File: config.mk
export PLATFORM = sky130hd
export DESIGN_NAME = balance_txn_arbiter
export DESIGN_NICKNAME = d
export VERILOG_FILES = /design/src/rtl/balance_txn_arbiter_pkg.sv /design/src/rtl/balance_txn_arbiter_rr_arbiter.sv /design/src/rtl/balance_txn_arbiter.sv
export SDC_FILE = /design/constraint.sdc
export NUM_CORES = 1
export LEC_CHECK = 0
export ABC_AREA = 1
export CORE_ASPECT_RATIO = 1.2
export CORE_UTILIZATION = 45
export CTS_CLUSTER_DIAMETER = 80
export DETAILED_ROUTE_END_ITERATION = 8
export PLACE_DENSITY = 0.75
export SETUP_SLACK_MARGIN = 0.05
export SYNTH_ARGS = -nofsm -noshare
export SYNTH_HDL_FRONTEND = slang
export SYNTH_HIERARCHICAL = 1
export SYNTH_SLANG_ARGS = --single-unit
File: constraint.sdc
create_clock -name Clock -period 2.6 [get_ports Clock]
set_input_delay 0.52 -clock Clock [delete_from_list [all_inputs] [get_ports Clock]]
set_output_delay 0.52 -clock Clock [all_outputs]
set_load 0.02 [all_outputs]
File: src/rtl/balance_txn_arbiter_pkg.sv
// balance_txn_arbiter_pkg: op and state encodings plus default widths shared by the
// balance arbiter and the other shared-resource blocks
package balance_txn_arbiter_pkg;
   localparam int DEF_NUM_REQ  = 4;
   localparam int DEF_NUM_ACCT = 5;
   localparam int DEF_ID_W     = 4;
   localparam int DEF_BAL_W    = 10;
   localparam int DEF_VAL_W    = 5;

   typedef enum logic [1:0] {
      OP_READ     = 2'b00,
      OP_WITHDRAW = 2'b01,
      OP_DEPOSIT  = 2'b10,
      OP_RSVD     = 2'b11
   } op_e;

   typedef enum logic [3:0] {
      IDLE = 4'b0001,
      READ = 4'b0010,
      CALC = 4'b0100,
      RESP = 4'b1000
   } state_e;

   function automatic int ptr_w(input int n);
      return n > 1 ? $clog2(n) : 1;
   endfunction
endpackage

File: src/rtl/balance_txn_arbiter_rr_arbiter.sv
// rr_arbiter: combinational one-hot round-robin pick, searching from the
// requester after Ptr and wrapping around
module rr_arbiter
   import balance_txn_arbiter_pkg::*;
#(
   parameter int NUM_REQ = DEF_NUM_REQ,
   localparam int PTR_W = ptr_w(NUM_REQ)
) (
   input  logic [NUM_REQ-1:0] Req,
   input  logic [PTR_W-1:0]   Ptr,
   output logic [NUM_REQ-1:0] Gnt,
   output logic [PTR_W-1:0]   GntIdx
);
   logic [PTR_W-1:0] idx;

   always_comb begin
      Gnt = '0;
      GntIdx = '0;
      idx = '0;
      // scan farthest-first so the nearest requester after Ptr is the last hit
      for (int k = NUM_REQ; k >= 1; k--) begin
         idx = PTR_W'((int'(Ptr) + k) % NUM_REQ);
         if (Req[idx]) begin
            Gnt = '0;
            Gnt[idx] = 1'b1;
            GntIdx = idx;
         end
      end
   end
endmodule

File: src/rtl/balance_txn_arbiter.sv
// balance_txn_arbiter: round-robin arbiter serialising atomic read-modify-write
// balance transactions from NUM_REQ requesters onto the single balance RAM
module balance_txn_arbiter
   import balance_txn_arbiter_pkg::*;
#(
   parameter int NUM_REQ  = DEF_NUM_REQ,
   parameter int NUM_ACCT = DEF_NUM_ACCT,
   parameter int ID_W     = DEF_ID_W,
   parameter int BAL_W    = DEF_BAL_W,
   parameter int VAL_W    = DEF_VAL_W
) (
   input  logic                     Clock,
   input  logic                     ClearN,
   input  logic [NUM_REQ-1:0]       ReqValid,
   input  logic [2*NUM_REQ-1:0]     ReqOp,
   input  logic [ID_W*NUM_REQ-1:0]  ReqID,
   input  logic [VAL_W*NUM_REQ-1:0] ReqValue,
   output logic [NUM_REQ-1:0]       Grant,
   output logic [NUM_REQ-1:0]       RspValid,
   output logic [BAL_W-1:0]         RspBalance,
   output logic                     ErrFunds,
   output logic                     ErrOvf,
   output logic                     ErrID,
   output logic [ID_W-1:0]          MemAddr,
   output logic                     MemRdEn,
   input  logic [BAL_W-1:0]         MemRdData,
   output logic                     MemWrEn,
   output logic [BAL_W-1:0]         MemWrData,
   output logic                     Busy,
   output logic [15:0]              TxnCount
);
   localparam int PTR_W = ptr_w(NUM_REQ);
   localparam int BX = BAL_W + 1;
   localparam logic [ID_W:0] ACCT_LIM = NUM_ACCT[ID_W:0];

   state_e state, state_nxt;
   logic [PTR_W-1:0] ptr, pick_idx;
   logic [NUM_REQ-1:0] pick, win;
   logic [1:0] req_op;
   logic [ID_W-1:0] req_id;
   logic [VAL_W-1:0] req_val;
   op_e op_q;
   logic [ID_W-1:0] id_q;
   logic [VAL_W-1:0] val_q;
   logic [BAL_W-1:0] bal_q, new_bal, diff;
   logic wr_q, ef_q, eo_q, ei_q;
   logic id_ok, do_wd, do_dep, fund_ok, wr_ok;
   logic [BAL_W:0] val_x, sum;

   rr_arbiter #(.NUM_REQ(NUM_REQ)) u_rr (
      .Req(ReqValid),
      .Ptr(ptr),
      .Gnt(pick),
      .GntIdx(pick_idx)
   );

   always_comb begin
      req_op = '0;
      req_id = '0;
      req_val = '0;
      for (int i = 0; i < NUM_REQ; i++) begin
         if (pick[i]) begin
            req_op = ReqOp[2*i +: 2];
            req_id = ReqID[ID_W*i +: ID_W];
            req_val = ReqValue[VAL_W*i +: VAL_W];
         end
      end
   end

   // the reserved op falls through every test below and behaves as a read
   assign id_ok = {1'b0, id_q} < ACCT_LIM;
   assign do_wd = op_q == OP_WITHDRAW;
   assign do_dep = op_q == OP_DEPOSIT;
   assign val_x = BX'(val_q);
   assign sum = {1'b0, MemRdData} + val_x;
   assign diff = MemRdData - val_x[BAL_W-1:0];
   assign fund_ok = {1'b0, MemRdData} >= val_x;
   assign wr_ok = id_ok && (do_wd ? fund_ok : do_dep && !sum[BAL_W]);
   assign new_bal = !id_ok ? '0 : !wr_ok ? MemRdData : do_wd ? diff : sum[BAL_W-1:0];

   always_ff @(posedge Clock or negedge ClearN) begin
      if (!ClearN) state <= IDLE;
      else state <= state_nxt;
   end

   always_comb begin
      state_nxt = state == IDLE ? (|ReqValid ? READ : IDLE) :
                  state == READ ? CALC :
                  state == CALC ? RESP : IDLE;
      Busy = state != IDLE;
      Grant = state == READ ? win : '0;
      RspValid = state == RESP ? win : '0;
      RspBalance = state == RESP ? bal_q : '0;
      ErrFunds = state == RESP && ef_q;
      ErrOvf = state == RESP && eo_q;
      ErrID = state == RESP && ei_q;
      MemRdEn = state == READ && id_ok;
      MemWrEn = state == RESP && wr_q;
      MemWrData = MemWrEn ? bal_q : '0;
      MemAddr = (state == READ || MemWrEn) ? id_q : '0;
   end

   always_ff @(posedge Clock or negedge ClearN) begin
      if (!ClearN) begin
         ptr <= PTR_W'(NUM_REQ - 1);
         win <= '0;
         op_q <= OP_READ;
         id_q <= '0;
         val_q <= '0;
         bal_q <= '0;
         wr_q <= 1'b0;
         ef_q <= 1'b0;
         eo_q <= 1'b0;
         ei_q <= 1'b0;
         TxnCount <= '0;
      end else begin
         if (state == IDLE && |ReqValid) begin
            ptr <= pick_idx;
            win <= pick;
            op_q <= op_e'(req_op);
            id_q <= req_id;
            val_q <= req_val;
         end
         if (state == CALC) begin
            bal_q <= new_bal;
            wr_q <= wr_ok;
            ei_q <= !id_ok;
            ef_q <= id_ok && do_wd && !fund_ok;
            eo_q <= id_ok && do_dep && sum[BAL_W];
         end
         if (state == RESP && wr_q) TxnCount <= TxnCount + 16'd1;
      end
   end
endmodule

==> impl_results.md, run 1 <==
* Final hold slack at 0.346 ns
* Largest net degree at the start of global routing at 45
* Top-level I/O count at 114
* Maximum VDD drop at 1460 uV
* Wire length per cell at 13.2 um
* Hold Vio Cnt, Final at 0
* Area of the multi-input gates at 0.00250 sq mm
* Relative slew slack at 35.1%
* Clock-pin slew on the worst setup and hold paths at 0.10 ns
* Die W at 89.4 um
* Final TNS setup at 0 ns
* DR pass1 iterations at 4
* Most frequent cells in the layout: nand2_1, nor2_1, inv_1
* WP data required at 2.84 ns
* Routed wire length at 11.9 mm
* Yosys warning count at 6
* Unrepaired setup endpoints after global routing: true
* Yosys cell types at 38
* Die area at 0.00956 sq mm
* Vias post-DR at 4,571
* P&R area growth vs syn at 45.7%
* Row count at 37
* Crit-path max FO at 6
* Vias in the first global route at 4,345
* Antenna Nets Post-Route at 0
* Vert. Die Dim at 107 um
* Antenna violations before repair at 0
* DRT iter0 DRCs at 255
* Fin crit period at 2.48 ns
* Class of the worst hold path: input port to asynchronous set/reset pin
* Mapped Cells at 628
* Grt total ovfl at 0
* Detailed-route vias per instance at 5.05
* Worst slew pin tran at 0.973 ns
* Layout Cells excl Fill at 905
* Power Density at 1160 mW/mm^2
* Cells after DPL at 885
* Filler cells at 745
* All-layer global routing usage at 24.9%
* Fmax at 0.402 GHz
* Ant diodes at 0
* Setup Viol. Count Final at 0
* Sequential share of the synthesized area at 31.0%
* Root buffer cell: clkbuf_8
* Pleak at 3.28 nW
* Syn_area_per_cell at 6.57 sq um
* Post-DP HPWL at 9.10 mm
* Slew Limit Fails at 0
* Cell Area, Synth at 0.00413 sq mm
* Total of max-cap violations at 0
* I/O Buffers at 113
* Post-Syn Nets at 707
* Data arrival, critical path at 2.72 ns
* Clk_lat worst skew at 0.32 ns
* CTS tree: done
* Most common cell after layout, fill and taps aside: nand2_1
* Share of cells above drive strength 1 at 14.8%
* CTS buffer count at 5
* DR DRC count at 0
* Sequential Area at 0.00128 sq mm
* Nets at 866
* CTS Sinks at 51
* Crit share post-route at 95.6%
* First-pass GRT wire length at 18.9 mm
* Core Area at 0.00875 sq mm
* Number of synthesized register bits at 51
* H-tree Lvls at 2
* Setup crit end kind: flip-flop
* Initial Util at 47.1%
* Outcome: finished, final reports clean
* CP startpoint kind: flip-flop
* Gp weighted congestion at 0.961
* CTS max path bufs at 2
* Crit Path Class: flip-flop to flip-flop
* Clk_skew at 0.00807 ns
-- routing by layer --
metal	up-vias	global-route usage [%]	share of wire (%)
li1	2294	-	-
met4	0	6.35	1.7
met3	20	4.39	5.5
met2	154	46.0	52
met1	2103	29.1	41
met5	-	0	0
-- Yosys cell counts --
library cell / number / area [sq um]
nand2_1: 163 / 612
nor2_1: 91 / 342
inv_1: 86 / 323
nand3_1: 52 / 260
dfrtp_1: 48 / 1200
a21oi_1: 30 / 150
o21ai_0: 26 / 130
ha_1: 17 / 213
xor2_1: 16 / 140
nand4_1: 14 / 87.6
nor3_1: 11 / 55.1
o22ai_1: 11 / 68.8
clkbuf_1: 9 / 33.8
nand2_2: 9 / 56.3
inv_2: 4 / 15.0
buf_2: 3 / 15.0
clkinv_1: 3 / 11.3
dfstp_2: 3 / 78.8
nand2_4: 3 / 33.8
nand3_2: 3 / 30.0
xnor2_1: 3 / 26.3
buf_4: 2 / 15.0
fa_1: 2 / 40.0
nand3_4: 2 / 35.0
nor2_2: 2 / 12.5
nor2_4: 2 / 22.5
or2_0: 2 / 12.5
buf_1: 1 / 3.75
buf_6: 1 / 11.3
clkbuf_2: 1 / 5.00
clkinv_2: 1 / 5.00
nand3b_1: 1 / 7.51
nor2_8: 1 / 20.0
nor3_2: 1 / 10.0
nor4_4: 1 / 21.3
o211ai_1: 1 / 7.51
o21ai_1: 1 / 5.00
o32ai_1: 1 / 8.76
-- final cells by class --
type,instances,share of cell area [%]
inverter,94,6.10
clock inverter,3,0.458
sequential,51,21.3
multi-input combinational,466,41.7
timing repair inverter,1,0.125
clock buffer,5,1.14
tap,117,2.44
timing repair buffer,168,26.8
-- power breakdown --
part / switching [mW] / leakage, nW / internal [mW]
Combinational: 3.08 / 2.58 / 2.15
Clock: 0.294 / 0.0463 / 0.198
Sequential: 0.155 / 0.661 / 1.08
Total: 3.53 / 3.28 / 3.44
-- through the flow --
| stage | total power, mW | setup WS [ns] | utilization, % | cell area [sq um] |
|---|---|---|---|---|
| floorplan | 4.13 | 0.135 | - | 4130 |
| global placement | 5.44 | -0.0228 | 64.7 | 5660 |
| detailed placement | 5.54 | -0.124 | 64.7 | 5660 |
| CTS | 6.03 | 0.0358 | 65.5 | 5730 |
| global route | 7.57 | -0.0141 | 68.7 | 6010 |
| finish | 6.97 | 0.115 | 68.7 | 6010 |
-- flip-flops by register name (all words and copies together), names as in the netlist --
register  flops
TxnCount     16
bal_q        10
val_q         5
id_q          4
state         4
win           4
op_q          2
ptr           2
ef_q          1
ei_q          1
eo_q          1
wr_q          1
-- worst max-delay path, stage by stage, from the launching register on --
cell	delay [ns]
dfstp_2	0.58
clkinvlp_4	0.12
ha_4	0.28
inv_4	0.08
nand3_4	0.08
nand2_4	0.12
nand4_1	0.15
a21oi_4	0.28
buf_6	0.15
buf_8	0.11
a21oi_2	0.05
a21oi_1	0.18
o21ai_1	0.09
o22ai_1	0.14
-- final timing paths --
path                          start           to  slack [ns]  depth (start not counted)
min in group Clock         bal_q[7]     bal_q[7]        0.49                          2
max reg2reg                  ptr[1]     val_q[3]        0.12                         13
min                          ClearN  TxnCount[9]        0.35                          1
max                          ptr[1]     val_q[3]        0.12                         13
max in group asynchronous    ClearN  TxnCount[5]        1.61                          2
min reg2reg                bal_q[7]     bal_q[7]        0.49                          2
-- timing repair --
item,CTS,global route
setup buffers,0,10
gates cloned,0,2
gates resized for setup,20,63
endpoints found under the setup margin,21,44
hold buffers,0,0
pin swaps,0,12
-- cells by family (layout without fill, tap and decap cells) --
kind of cell | after synthesis | count (layout) | share of synthesized area, %
buffers and inverters | 111 | 271 | 10.6
AO/OA/AOI/OAI | 70 | 70 | 8.98
AND/OR/NAND/NOR | 358 | 358 | 39.2
flip-flops | 51 | 51 | 31.0
adder cells (fa/ha/maj) | 19 | 19 | 6.13
XOR/XNOR | 19 | 19 | 4.03
No activity file was read; power rests on OpenSTA's default activity.
==> run 2: changes to the inputs <==
- PLACE_DENSITY: 0.75 -> 0.74
- SYNTH_HIERARCHICAL: 1 -> not set
==> impl_results.md, run 2 <==
* Clk_lat worst skew at 0.30 ns
* DR pass1 iterations at 6
* Post-DP HPWL at 9.27 mm
* Yosys cell types at 41
* Top-level I/O count at 114
* Reg2reg path depth at 14
* Initial Util at 46.8%
* Synth Flop Type: dfrtp_1
* Leading area contributor after synthesis: dfrtp_1
* Cell Area, Synth at 0.00425 sq mm
* Antenna Nets Post-Route at 0
* Unrepaired setup endpoints after global routing: true
* Row count at 38
* Clock-pin slew on the worst setup and hold paths at 0.09 ns
* Number of synthesized register bits at 51
* CTS tree: done
* Most numerous cell in the Yosys netlist: nand2_1
* Pwr Total at 6.93 mW
* Final instance area at 0.00593 sq mm
* First-pass GRT wire length at 19.5 mm
* Die W at 90.7 um
* Class of the worst hold path: input port to asynchronous set/reset pin
* Worst r2r src: ptr[1]
* CP Capture Point: MemRdEn
* Ys async rst share at 100%
* Vias post-DR at 4,600
* Crit Reg-Reg Endpoint: id_q[2]
* DRT iter0 DRCs at 217
* Worst Slack Setup Final at 0.166 ns
* Fin crit period at 2.43 ns
* Pleak at 3.35 nW
* Met2 wire length at 5.84 mm
* Cells after DPL at 900
* Worst slew pin tran at 0.571 ns
* Yosys warning count at 0
* Setup Viol. Count Final at 0
* Core Area at 0.00908 sq mm
* Sequential share of the synthesized area at 30.1%
* Detailed-route vias per instance at 5.04
* Most common cell after layout, fill and taps aside: nand2_1
* Grt total ovfl at 0
* Root buffer cell: clkbuf_8
* CP startpoint kind: flip-flop
* Vert. Die Dim at 108 um
* Post-synth top area share at 28.3%
* Biggest register: TxnCount
* Crit-path max FO at 6
* Total of max-cap violations at 0
* Max Used Layer: met4
* Hold_buf cts at 0
* Maximum VDD drop at 1500 uV
* Setup crit start: state[3]
* Area contributors post-synth: dfrtp_1, nand2_1, nand3_1
* H-tree Lvls at 2
* CTS max path bufs at 2
* Wire length per cell at 12.5 um
* Outcome: finished, final reports clean
* P&R area growth vs syn at 39.6%
* Largest net degree at the start of global routing at 25
* Ant diodes at 0
* Crit Path Class: flip-flop to output port
* All-layer global routing usage at 24.2%
* Dpl cell area at 0.00569 sq mm
* Placement Setup Slack at -0.227 ns
* Reg2reg setup slack at 0.25 ns
* Slew Limit Fails at 0
* Commonest cells in the netlist: nand2_1, inv_1, nand3_1
* I/O Buffers at 113
* WP data required at 2.08 ns
* Power Density at 1170 mW/mm^2
* Nets at 869
* Crit share post-route at 93.6%
* Mapped Cells at 647
* Share of cells above drive strength 1 at 12.6%
* Most frequent cells in the layout: nand2_1, inv_1, clkdlybuf4s50_1
* Post-synth EDFFs at 0
* Die area at 0.00983 sq mm
* Fmax at 0.411 GHz
* Layout Cells excl Fill at 913
* Met1 Wirelength at 4.69 mm
* DR DRC count at 0
* CTS buffer count at 5
* CTS Sinks at 51
* Max reg flops at 16
* Routed wire length at 11.4 mm
* Antenna violations before repair at 0
* Gp weighted congestion at 1.07
* Vias in the first global route at 4,428
* Relative slew slack at 61.6%
* Routed length on met3 at 630 um
* Syn_area_per_cell at 6.56 sq um
* Top flop regs: TxnCount x16, bal_q x10, val_q x5
* Setup crit end kind: output port
* Data arrival, critical path at 1.91 ns
* Clk_skew at 0.00582 ns
* Hold Vio Cnt, Final at 0
* Post-Syn Nets at 724
run 2: critical path, cell delays in order, from the launching register on:
cell and delay [ns]:
dfrtp_1 0.39, nor2_1 0.10, inv_1 0.06, nor3_2 0.19, inv_2 0.12, nor2_1 0.10, clkdlybuf4s50_1 0.64
run 2: worst min path at each step:
stage / end / slack (ns) / from / depth (start not counted)
2_1_floorplan: TxnCount[0] / 0.22 / ClearN / 0
3_3_place_gp: TxnCount[13] / 0.40 / ClearN / 1
3_5_place_dp: TxnCount[8] / 0.41 / ClearN / 1
4_1_cts: TxnCount[0] / 0.07 / ClearN / 1
5_1_grt: TxnCount[13] / 0.08 / ClearN / 1
6_report: TxnCount[13] / 0.07 / ClearN / 1
run 2: layout make-up:
type                            count  area (sq um)
Timing Repair Buffer              159          1510
Clock buffer                        6          72.6
Sequential cell                    51          1280
Inverter                           92           352
Clock inverter                      2          38.8
Fill cell                         798          3150
Multi-Input combinational cell    483          2530
Tap cell                          120           150
run 2: cells by family (layout without fill, tap and decap cells):
family	count (synthesis)	after routing	share of synthesized area [%]
xor+xnor	23	23	4.74
simple gates	404	404	43.2
flops	51	51	30.1
compound gates	39	39	5.16
buf+inv	113	259	11.4
fa+ha+maj	17	17	5.36
run 2: power by group:
group / switching, mW / internal (mW)
Clock: 0.260 / 0.291
Sequential: 0.174 / 1.07
Combinational: 3.19 / 1.94
Total: 3.62 / 3.31
run 2: layer usage:
| metal | vias up | global-route usage (%) |
|---|---|---|
| met2 | 196 | 45.8 |
| met1 | 2060 | 28.7 |
| met5 | - | 0 |
| met3 | 33 | 2.60 |
| met4 | 0 | 7.26 |
| li1 | 2311 | - |
run 2: what timing repair did:
action,CTS,global route
buffers inserted,0,5
pin swaps,0,0
setup endpoints to repair,19,38
gates cloned,0,0
gates resized for setup,16,29
run 2: stage by stage:
step                      TNS [ns]  utilization, %  hold slack (ns)
final                            0            65.3           0.0715
after global placement       -1.50            62.7            0.401
after floorplan                  0               -            0.224
after global routing             0            65.3           0.0759
after detailed placement     -2.26            62.7            0.407
after CTS                        0            63.8           0.0690
==> run 3: changes to the inputs <==
- ABC_AREA: 1 -> not set
- CORE_UTILIZATION: 45 -> 44
==> impl_results.md, run 3 <==
* Ys async rst share at 100%
* Worst slew pin tran at 0.894 ns
* Die W at 88.3 um
* Area contributors post-synth: dfrtp_1, ha_1, nand2_1
* Share of cells above drive strength 1 at 24.0%
* Biggest register: TxnCount
* Yosys cell types at 65
* Vias in the first global route at 3,848
* Met2 wire length at 5.94 mm
* P&R area growth vs syn at 49.1%
* Total of max-cap violations at 0
* Synth Area in XOR/XNOR at 4.45%
* Row count at 37
* Reg2reg path depth at 10
* CTS max path bufs at 2
* Detailed-route vias per instance at 5.47
* Ant diodes at 0
* Outcome: finished, violations left
* WP data required at 2.80 ns
* Antenna Nets Post-Route at 0
* Largest net degree at the start of global routing at 42
* Root buffer cell: clkbuf_8
* Crit-path max FO at 6
* DRT iter0 DRCs at 179
* Simple-Gate Fraction of Synth Area at 23.6%
* Number of synthesized register bits at 51
* Crit Path Class: flip-flop to flip-flop
* Routed length on met3 at 474 um
* Compound-Gate Fraction of Synth Area at 22.9%
* Nets at 681
* Top-level I/O count at 114
* Fmax at 0.372 GHz
* Synth Area in Adders at 5.79%
* Sw Share at 44.1%
* Unrepaired setup endpoints after global routing: true
* Leading area contributor after synthesis: dfrtp_1
* Core Area at 0.00861 sq mm
* Sequential share of power at 20.6%
* Placement Setup Slack at -0.556 ns
* Switching power at 2.81 mW
* Most numerous cell in the Yosys netlist: dfrtp_1
* Post-synth top area share at 30.5%
* Max reg flops at 16
* Top flop regs: TxnCount x16, bal_q x10, val_q x5
* Reg2reg setup slack at -0.09 ns
* Post-synth EDFFs at 0
* Setup crit end kind: flip-flop
* Internal cell power at 3.57 mW
* Worst r2r src: ptr[0]
* H-tree Lvls at 2
* Die area at 0.00933 sq mm
* Mapped Cells at 439
* Maximum VDD drop at 803 uV
* Most common cell after layout, fill and taps aside: clkdlybuf4s50_1
* Filler cells at 718
* Post-DP HPWL at 8.62 mm
* Max Used Layer: met4
* Crit share post-route at 103%
* Worst Slack Setup Final at -0.0889 ns
* Gp weighted congestion at 0.884
* Hold Vio Cnt, Final at 0
* Slew Limit Fails at 0
* CTS tree: done
* CP startpoint kind: flip-flop
* Power Density at 1090 mW/mm^2
* Crit Reg-Reg Endpoint: id_q[3]
* I/O Buffers at 113
* Cells after DPL at 706
* Vias post-DR at 3,952
* Sequential share of the synthesized area at 32.5%
* Commonest cells in the netlist: dfrtp_1, nand2_1, nor2_1
* Layout Cells excl Fill at 722
* Fin crit period at 2.69 ns
* Initial Util at 45.7%
* Routed wire length at 11.4 mm
* Cell Area, Synth at 0.00394 sq mm
* First-pass GRT wire length at 18.4 mm
* Most frequent cells in the layout: clkdlybuf4s50_1, buf_4, dfrtp_1
* Failing checks: setup timing
* Relative slew slack at 40.4%
* CTS Sinks at 51
* DR pass1 iterations at 5
* Largest family of logic cells by synthesized area: simple AND/OR/NAND/NOR gates
* Met1 Wirelength at 4.75 mm
* CTS buffer count at 5
* Vert. Die Dim at 106 um
* Yosys warning count at 0
* Clock-pin slew on the worst setup and hold paths at 0.10 ns
* Post-Syn Nets at 516
* Clk_lat worst skew at 0.31 ns
* DR DRC count at 0
* Syn_area_per_cell at 8.97 sq um
* Data arrival, critical path at 2.89 ns
* Synth Flop Type: dfrtp_1
* Class of the worst hold path: input port to asynchronous set/reset pin
* Combinational Power Share at 70.2%
* Clk_skew at 0.0104 ns
* Mux share of post-synthesis cell area at 4.96%
* Antenna violations before repair at 0
* Wire length per cell at 15.8 um
* Pleak at 2.81 nW
* Clock power frac at 9.2%
* Setup Viol. Count Final at 11
* Grt total ovfl at 0
* All-layer global routing usage at 25.0%
==> run 3: cell types whose count changed after synthesis, moves of 10 or more <==
cell / before / now
nand2_1: 212 / 43
inv_1: 88 / 21
nand3_1: 73 / 10
nor2_1: 59 / 35
and2_1: 0 / 23
and3_1: 0 / 15
nand2_2: 14 / 0
a2bb2oi_1: 0 / 11
a221oi_2: 0 / 10
o31ai_2: 0 / 10
==> run 3: how the worst max path moves through the flow <==
stage	startpoint	endpoint	slack [ns]	cells after the start
floorplan	ptr[0]	id_q[0]	-0.38	12
CTS	ptr[0]	val_q[3]	-0.11	10
finish	ptr[0]	id_q[3]	-0.09	10
global route	ptr[0]	val_q[2]	-0.21	9
detailed placement	MemRdData[0]	bal_q[9]	-0.56	10
global placement	MemRdData[0]	bal_q[9]	-0.48	10
==> run 3: routing by layer <==
metal  vias to the layer above  global-route usage (%)
li1                       1918                       -
met1                      1899                    31.3
met2                       121                    44.4
met3                        14                    2.66
met4                         0                    7.14
met5                         -                       0
==> run 3: logic make-up (layout without fill, tap and decap cells) <==
kind of cell / after synthesis / after routing
fa+ha+maj: 17 / 17
flops: 51 / 51
simple gates: 178 / 180
xor+xnor: 20 / 20
compound gates: 108 / 108
buf+inv: 51 / 215
mux: 14 / 14
==> run 3: cell type report <==
type                       instances  area [sq um]  share of cell area, %
multi-input combinational        339          2570                   43.8
clock inverter                     2          38.8                  0.661
inverter                          22          87.6                   1.49
timing repair buffer             185          1660                   28.3
tap                              117           146                   2.49
clock buffer                       6          82.6                   1.41
sequential                        51          1280                   21.8
==> run 3: timing repair <==
action                     in CTS  in global routing
gates resized for setup        49                 28
hold buffers                    0                  0
buffers inserted                4                  1
setup endpoints to repair      54                 27
gates cloned                    3                  0
pin swaps                      14                  8
==> run 3: stage by stage <==
step | TNS (ns) | util (%) | total power, mW | hold WS [ns] | cell area [sq um]
CTS | -0.796 | 67.3 | 6.28 | 0.354 | 5790
global placement | -7.92 | 65.1 | 5.38 | 0.459 | 5610
finish | -0.826 | 68.1 | 6.38 | 0.322 | 5870
detailed placement | -9.37 | 65.1 | 5.45 | 0.458 | 5610
floorplan | -4.24 | - | 4.18 | 0.224 | 4000
global route | -2.04 | 68.1 | 6.85 | 0.396 | 5870
==> run 3: critical path, stage by stage (launching register included) <==
cell,delay [ns]
dfstp_2,0.59
inv_6,0.04
ha_4,0.26
mux4_2,0.51
buf_4,0.16
a211o_1,0.27
o22ai_2,0.18
a21oi_2,0.07
buf_6,0.15
a221oi_2,0.26
o31ai_2,0.08
==> run 3: power groups by stage <==
stage                     clock network, mW  logic, mW  registers, mW
final                                 0.587       4.48           1.32
after global placement                    0       4.07           1.31
after detailed placement                  0       4.13           1.32
after global routing                  0.626       4.86           1.36
after CTS                             0.597       4.37           1.31
after floorplan                           0       2.95           1.24
